`config.mk`:
```
export PLATFORM = sky130hd
export DESIGN_NAME = tanh_result_serializer
export DESIGN_NICKNAME = d
export VERILOG_FILES = /design/src/rtl/tanh_pkg.sv /design/src/rtl/rise_detect.sv /design/src/rtl/tanh_result_serializer.sv
export SDC_FILE = /design/constraint.sdc
export NUM_CORES = 1
export LEC_CHECK = 0
export BUFFER_PORTS_ARGS = -buffer_cell sky130_fd_sc_hd__buf_2
export CORE_AREA = 8 8 65 123
export DETAILED_ROUTE_END_ITERATION = 10
export DIE_AREA = 0 0 73 131
export GPL_TIMING_DRIVEN = 1
export PLACE_DENSITY = 0.81
export SLEW_MARGIN = 20
export SYNTH_ARGS = -nofsm -noshare
export SYNTH_HDL_FRONTEND = slang
export SYNTH_HIERARCHICAL = 1
export SYNTH_SLANG_ARGS = --single-unit
```
`constraint.sdc`:
```
create_clock -name clk -period 3.9 [get_ports clk]
set_input_delay 0.78 -clock clk [delete_from_list [all_inputs] [get_ports clk]]
set_output_delay 0.78 -clock clk [all_outputs]
set_load 0.005 [all_outputs]
```
`src/rtl/tanh_pkg.sv`:
```
// Shared constants and types for consumers of the tanh activation array's packed output.
package tanh_pkg;

    localparam int unsigned TANH_DATA_WIDTH = 32;
    localparam int unsigned TANH_N_ELEM     = 2;

    typedef enum logic [1:0] {
        IDLE,
        STREAM,
        DONE
    } ser_state_e;

    // Index width for an n-element vector, never narrower than one bit.
    function automatic int unsigned idx_width(input int unsigned n);
        return (n > 1) ? $clog2(n) : 1;
    endfunction

endpackage

```
`src/rtl/rise_detect.sv`:
```
// Registered rising-edge detector for level-style handshake flags.
module rise_detect (
    input  logic clk,
    input  logic reset,
    input  logic level_i,
    output logic rise_o,
    output logic level_q_o
);

    logic level_q;

    always_ff @(posedge clk or posedge reset) begin
        if (reset) begin
            level_q <= 1'b0;
        end else begin
            level_q <= level_i;
        end
    end

    assign rise_o    = level_i & ~level_q;
    assign level_q_o = level_q;

endmodule

```
`src/rtl/tanh_result_serializer.sv`:
```
// Captures the tanh array's packed result on its finished edge and streams the elements
// out one per valid/ready handshake, then pulses restart to the upstream control.
module tanh_result_serializer
    import tanh_pkg::*;
#(
    parameter int unsigned DATA_WIDTH = TANH_DATA_WIDTH,
    parameter int unsigned N          = TANH_N_ELEM,
    localparam int unsigned IDX_W     = idx_width(N)
) (
    input  logic                  clk,
    input  logic                  reset,
    input  logic [N*DATA_WIDTH-1:0] packed_in,
    input  logic                  finished_in,
    output logic [DATA_WIDTH-1:0] out_data,
    output logic [IDX_W-1:0]      out_index,
    output logic                  out_valid,
    input  logic                  out_ready,
    output logic                  out_last,
    output logic                  busy,
    output logic                  restart,
    output logic                  overrun
);

    localparam logic [IDX_W-1:0] LAST_IDX = IDX_W'(N - 1);

    ser_state_e              state_q;
    logic [IDX_W-1:0]        index_q;
    logic [N*DATA_WIDTH-1:0] capture_q;
    logic                    overrun_q;
    logic                    start;
    logic                    finished_q;
    logic [DATA_WIDTH-1:0]   elem;

    rise_detect u_rise_detect (
        .clk       (clk),
        .reset     (reset),
        .level_i   (finished_in),
        .rise_o    (start),
        .level_q_o (finished_q)
    );

    always_ff @(posedge clk or posedge reset) begin
        if (reset) begin
            state_q   <= IDLE;
            index_q   <= '0;
            capture_q <= '0;
            overrun_q <= 1'b0;
        end else begin
            // Any edge outside IDLE is lost, including the one on the DONE->IDLE cycle.
            if (start && (state_q != IDLE)) begin
                overrun_q <= 1'b1;
            end
            unique case (state_q)
                IDLE: begin
                    if (start) begin
                        capture_q <= packed_in;
                        index_q   <= '0;
                        state_q   <= STREAM;
                    end
                end
                STREAM: begin
                    if (out_ready) begin
                        if (index_q == LAST_IDX) begin
                            state_q <= DONE;
                        end else begin
                            index_q <= index_q + IDX_W'(1);
                        end
                    end
                end
                DONE: begin
                    index_q <= '0;
                    state_q <= IDLE;
                end
                default: begin
                    state_q <= IDLE;
                end
            endcase
        end
    end

    // Element 0 sits in the most significant slice of the vector.
    always_comb begin
        elem = '0;
        for (int k = 0; k < int'(N); k++) begin
            if (index_q == IDX_W'(k)) begin
                elem = capture_q[(int'(N) - 1 - k)*DATA_WIDTH +: DATA_WIDTH];
            end
        end
    end

    assign out_valid = (state_q == STREAM);
    assign out_data  = out_valid ? elem : '0;
    assign out_index = out_valid ? index_q : '0;
    assign out_last  = out_valid && (index_q == LAST_IDX);
    assign busy      = (state_q != IDLE);
    assign restart   = (state_q == DONE);
    assign overrun   = overrun_q;

    logic unused_finished_q;
    assign unused_finished_q = finished_q;

endmodule

```
; After elaboration in Yosys (flattened, before gate mapping)
; Index checks and enable logic that the tools add are counted.
; Widths: inputs -> output; s select.
[op_classes]
add_sub_neg = 1
n_reduce_logical = 8
muxes = 11
n_eq_ne = 5
bitwise = 2
[ops]
columns = cell, count
row1 = $mux 32, 2
row2 = $mux 2, 3
row3 = $reduce_and 3->1, 2
row4 = $mux 1, 4
row5 = $ne 2x1->1 const B, 2
row6 = $pmux 2 s2, 1
row7 = $pmux 1 s3, 1
row8 = $reduce_bool 3->1, 1
row9 = $eq 2x1->1 const B, 1
row10 = $eq 2x2->1 const B, 1
row11 = $logic_and 1x1->1, 2
row12 = $logic_not 2->1, 1
row13 = $ne 2x2->1 const B, 1
row14 = $reduce_and 2->1, 1
row15 = $reduce_bool 2->1, 1
row16 = $add 1x1->1 const B, 1
row17 = $and 1x1->1, 1
row18 = $not 1->1, 1
[totals]
word_cells = 32
reg_bits = 69
out_inout_bits = 38
inputBits = 68

; Longest topological paths before layout
[logic_depth]
depth_word = 4
depth_mapped = 5
depth_no_buf = 4

; Cells and area by module
; Netlist, hierarchy kept.
[by_module_without_submodules]
columns = module, n_inst, cells_each, area_per_inst_um2, seq_area_each_um2
row1 = tanh_result_serializer, 1, 226, 3357.0, 1701.6
row2 = rise_detect, 1, 3, 42.5, 25.0

; Worst setup path after synthesis
; OpenSTA, ideal clock, no wires.
[synth_timing]
kind = reg2out
start = reg state_q[0]
end = out out_last
stages_incl_launch_ff = 6
t_arrival_ns = 1.120
required_ns = 3.120
slack_ns = 2.000
path_cell_list = dfrtp_1 -> or2b_1 -> clkbuf_1 -> inv_1 -> and2_1 -> buf_4
[synth_between]
elab_chain_cells = 2
[synth_lines]
columns = item, line
row1 = from (decl), tanh_result_serializer.sv:26  ; ser_state_e state_q;
row2 = from (signal assigned), tanh_result_serializer.sv:44  ; state_q <= IDLE;
row3 = from (signal assigned), tanh_result_serializer.sv:58  ; state_q <= STREAM;
row4 = from (signal assigned), tanh_result_serializer.sv:64  ; state_q <= DONE;
row5 = $eq 2x1->1, tanh_result_serializer.sv:91  ; assign out_valid = (state_q == STREAM);
row6 = named net out_valid, tanh_result_serializer.sv:16  ; output logic out_valid,
row7 = $logic_and 1x1->1, tanh_result_serializer.sv:94  ; assign out_last = out_valid && (index_q == LAST_IDX);
row8 = to (decl), tanh_result_serializer.sv:18  ; output logic out_last,
; The timed path passes the listed nets, and every way through them passes these cells.

; Worst setup path in the final report
[layout_timing]
start = reg index_q
end = out out_data[3]
[layout_between]
elab_chain_cells = 2
[layout_lines]
columns = item, line
row1 = from (decl), tanh_result_serializer.sv:27  ; logic [IDX_W-1:0] index_q;
row2 = from (signal assigned), tanh_result_serializer.sv:66  ; index_q <= index_q + IDX_W'(1);
row3 = $mux 32, tanh_result_serializer.sv:85  ; if (index_q == IDX_W'(k)) begin
row4 = $mux 32, tanh_result_serializer.sv:92  ; assign out_data = out_valid ? elem : '0;
row5 = to (decl), tanh_result_serializer.sv:14  ; output logic [DATA_WIDTH-1:0] out_data,
; Every way passes these cells.

==> impl_metrics.py <==
metrics = {
    "die": {
        "die_w_um": 73,
        "dieHeight_um": 131,
        "die_area_sq_um": 9560,
        "initial_core_util_pct": 52.6,
        "floorplan.io_pins": 106,
        "rows": 42,
        "core_sq_um": 6460,
    },
    "grt": {
        "antenna_found_initial": 0,
        "grt-ovfl-total": 0,
        "grt_pass1_vias": 2414,
        "grt.total_usage_pct": 16.2,
        "grt_max_degree": 38,
        "grt_pass1_wl_um": 11800,
    },
    "pwr": {
        "ir_drop_mv": 0.452,
        "finalPower_uw": 3540,
        "p_per_area_nw_per_um2": 837,
        "leakage_uw": 0.00225,
    },
    "routing": {
        "firstDrtPassIters": 4,
        "wl_um": 7170,
        "drt_iter0_markers": 124,
        "drc": 0,
        "via_count": 2124,
        "avgViaCountPerCell": 4.97,
        "wl_per_cell_um": 16.8,
        "ant_nets": 0,
    },
    "clock_tree": {
        "numCtsBuffers": 9,
        "cts_buffer_depth": 2,
        "clock_sinks": 69,
        "hold_buffers": 0,
        "post_cts_buffers": 0,
        "clockRootBuffer": "clkbuf_16",
        "clk_latency_ns": 0.33,
        "h-tree-depth": 3,
        "post_cts_resized": 0,
        "cts_tree": "done",
        "clk_pin_slew_ns": 0.06,
    },
    "sta": {
        "slew_headroom_pct": 28.7,
        "tightest_slew_ns": 1.07,
        "postLayoutSetupSlackWorst_ns": 1.20,
        "timing.fmax_mhz": 370,
        "setup_tns_ns": 0,
        "finalCritPeriodShare_pct": 69.2,
        "rsz0062_at_grt": "false",
        "period_minus_slack_ns": 2.70,
        "finalSetupViolCount": 0,
        "finClkSkew_ns": 0.00828,
        "finalHoldViolCount": 0,
        "slew_violations": 0,
    },
    "final_layout": {
        "diodes": 0,
        "instances_no_fill": 427,
        "drive_gt1_share_pct": 57.5,
        "nNetsFinal": 402,
        "multi_input_area_sq_um": 1500,
        "utilization_pct": 65.4,
        "syn2layout_area_growth_pct": 24.4,
        "ff_latch_area_sq_um": 1730,
        "fill_cells": 495,
    },
    "synth": {
        "yosys.area.top_type_share_pct": 50.8,
        "async_reset_ff_share_pct": 100,
        "yosys-top-cells-area": "dfrtp_1, mux2_4, mux2i_1, nor2_1, buf_12",
        "syn_inst": 229,
        "synth-main-ff-cell": "dfrtp_1",
        "synth_area_per_cell_sq_um": 14.8,
        "synth_area_sq_um": 3400,
        "ys_seq_area_share_pct": 50.8,
        "synth_nets": 297,
        "synth_seq_cells": 69,
        "yosysUniqueCellTypes": 22,
        "synth_edf_count": 0,
        "synth_warnings": 6,
        "yosys.area.top_type": "dfrtp_1",
    },
    "placement": {
        "gp_routability_congestion": 0.747,
        "detailed_place_hpwl_um": 5240,
        "port_buffers": 105,
        "dp.cells": 411,
        "pre_cts_ws_ns": 1.36,
    },
    "worst_setup_path": {
        "critPathKind": "flip-flop to output port",
        "required_ns": 3.12,
        "crit_path_max_fanout": 37,
        "cp-start-kind": "flip-flop",
        "cp-end-kind": "output port",
        "arrival_ns": 1.92,
    },
    "run_status": {
        "status": "finished clean",
    },
    "run": {
        "cap_violations": 0,
    },
    "min_path": {
        "hp-class": "primary input to async pin",
    },
}
where the power goes:
part           switching, uW  internal, uW  leakage [uW]
sequential               292          1070      0.000813
clock                    280           546      0.000152
combinational            490           862       0.00128
routing by layer:
| layer | up-vias | share of wire [%] | track usage (%) | routed length, um |
|---|---|---|---|---|
| li1 | 996 | - | - | - |
| met1 | 1030 | 44 | 19.5 | 3150 |
| met2 | 86 | 46 | 24.5 | 3280 |
| met3 | 12 | 8.2 | 6.19 | 591 |
| met4 | 0 | 2.1 | 8.19 | 147 |
| met5 | - | 0 | 0 | 0 |
path summary, 6_finish.rpt:
check / from / end / slack [ns] / cells past startpoint
worst min register to register: overrun / overrun / 0.47 / 1
worst max register to register: state_q[0] / capture_q[8] / 1.82 / 4
worst max-delay path: index_q / out_data[3] / 1.20 / 3
max in group asynchronous: reset / index_q / 2.59 / 3
min in group clk: overrun / overrun / 0.47 / 1
worst min-delay path: reset / u_rise_detect/level_q_o / 0.30 / 2
Yosys cell counts (4+ instances only):
cell type,n
clkbuf_1,4
buf_12,6
nor2_1,33
mux2_2,4
dfrtp_1,69
mux2_4,60
mux2i_1,32
buf_2,4
inv_1,4
state kept, by name, indices dropped and copies added, names as in the netlist:
register                 flops
index_q                      1
capture_q                   64
u_rise_detect/level_q_o      1
state_q                      2
overrun                      1
metrics by stage:
stage,hold slack [ns],instance area (sq um)
floorplan,0.450,3400
detailed placement,0.454,3920
CTS,0.283,4230
global placement,0.462,3920
finish,0.304,4230
global route,0.292,4230
final cells by class:
type | count | area share, %
clock buffers | 13 | 6.39
clock inverters | 3 | 1.01
inverters | 4 | 0.355
multi-input cells | 141 | 35.4
flip-flops and latches | 69 | 40.9
well taps | 88 | 2.60
repair buffers | 109 | 13.4
cells in the final DEF, fill, tap and decap left out:
| cell type | n |
|---|---|
| a21o_2 | 1 |
| a22oi_1 | 1 |
| a311oi_1 | 1 |
| and2_1 | 1 |
| and2b_2 | 1 |
| and3_1 | 1 |
| buf_12 | 1 |
| buf_2 | 105 |
| buf_4 | 3 |
| bufinv_16 | 1 |
| clkbuf_1 | 1 |
| clkbuf_16 | 9 |
| clkbuf_8 | 3 |
| clkinv_2 | 1 |
| clkinvlp_4 | 1 |
| dfrtp_1 | 68 |
| dfrtp_2 | 1 |
| inv_1 | 3 |
| inv_2 | 1 |
| mux2_2 | 4 |
| mux2_4 | 60 |
| mux2i_1 | 32 |
| nand2_1 | 1 |
| nor2_1 | 33 |
| nor2_8 | 1 |
| nor2b_4 | 1 |
| o21ai_0 | 1 |
| or2_4 | 1 |
| or2b_1 | 1 |
critical path, cell delays in order (launching register included):
cell and delay, ns:
dfrtp_2 1.07, mux2i_1 0.30, nor2_1 0.06, buf_2 0.16
cell families after synthesis:
family | Yosys count | share of synthesized area [%]
simple gates | 41 | 5.85
compound gates | 4 | 0.883
flops | 69 | 50.8
mux | 96 | 37.2
buf+inv | 19 | 5.23
No activity file was read; power rests on OpenSTA's default activity.
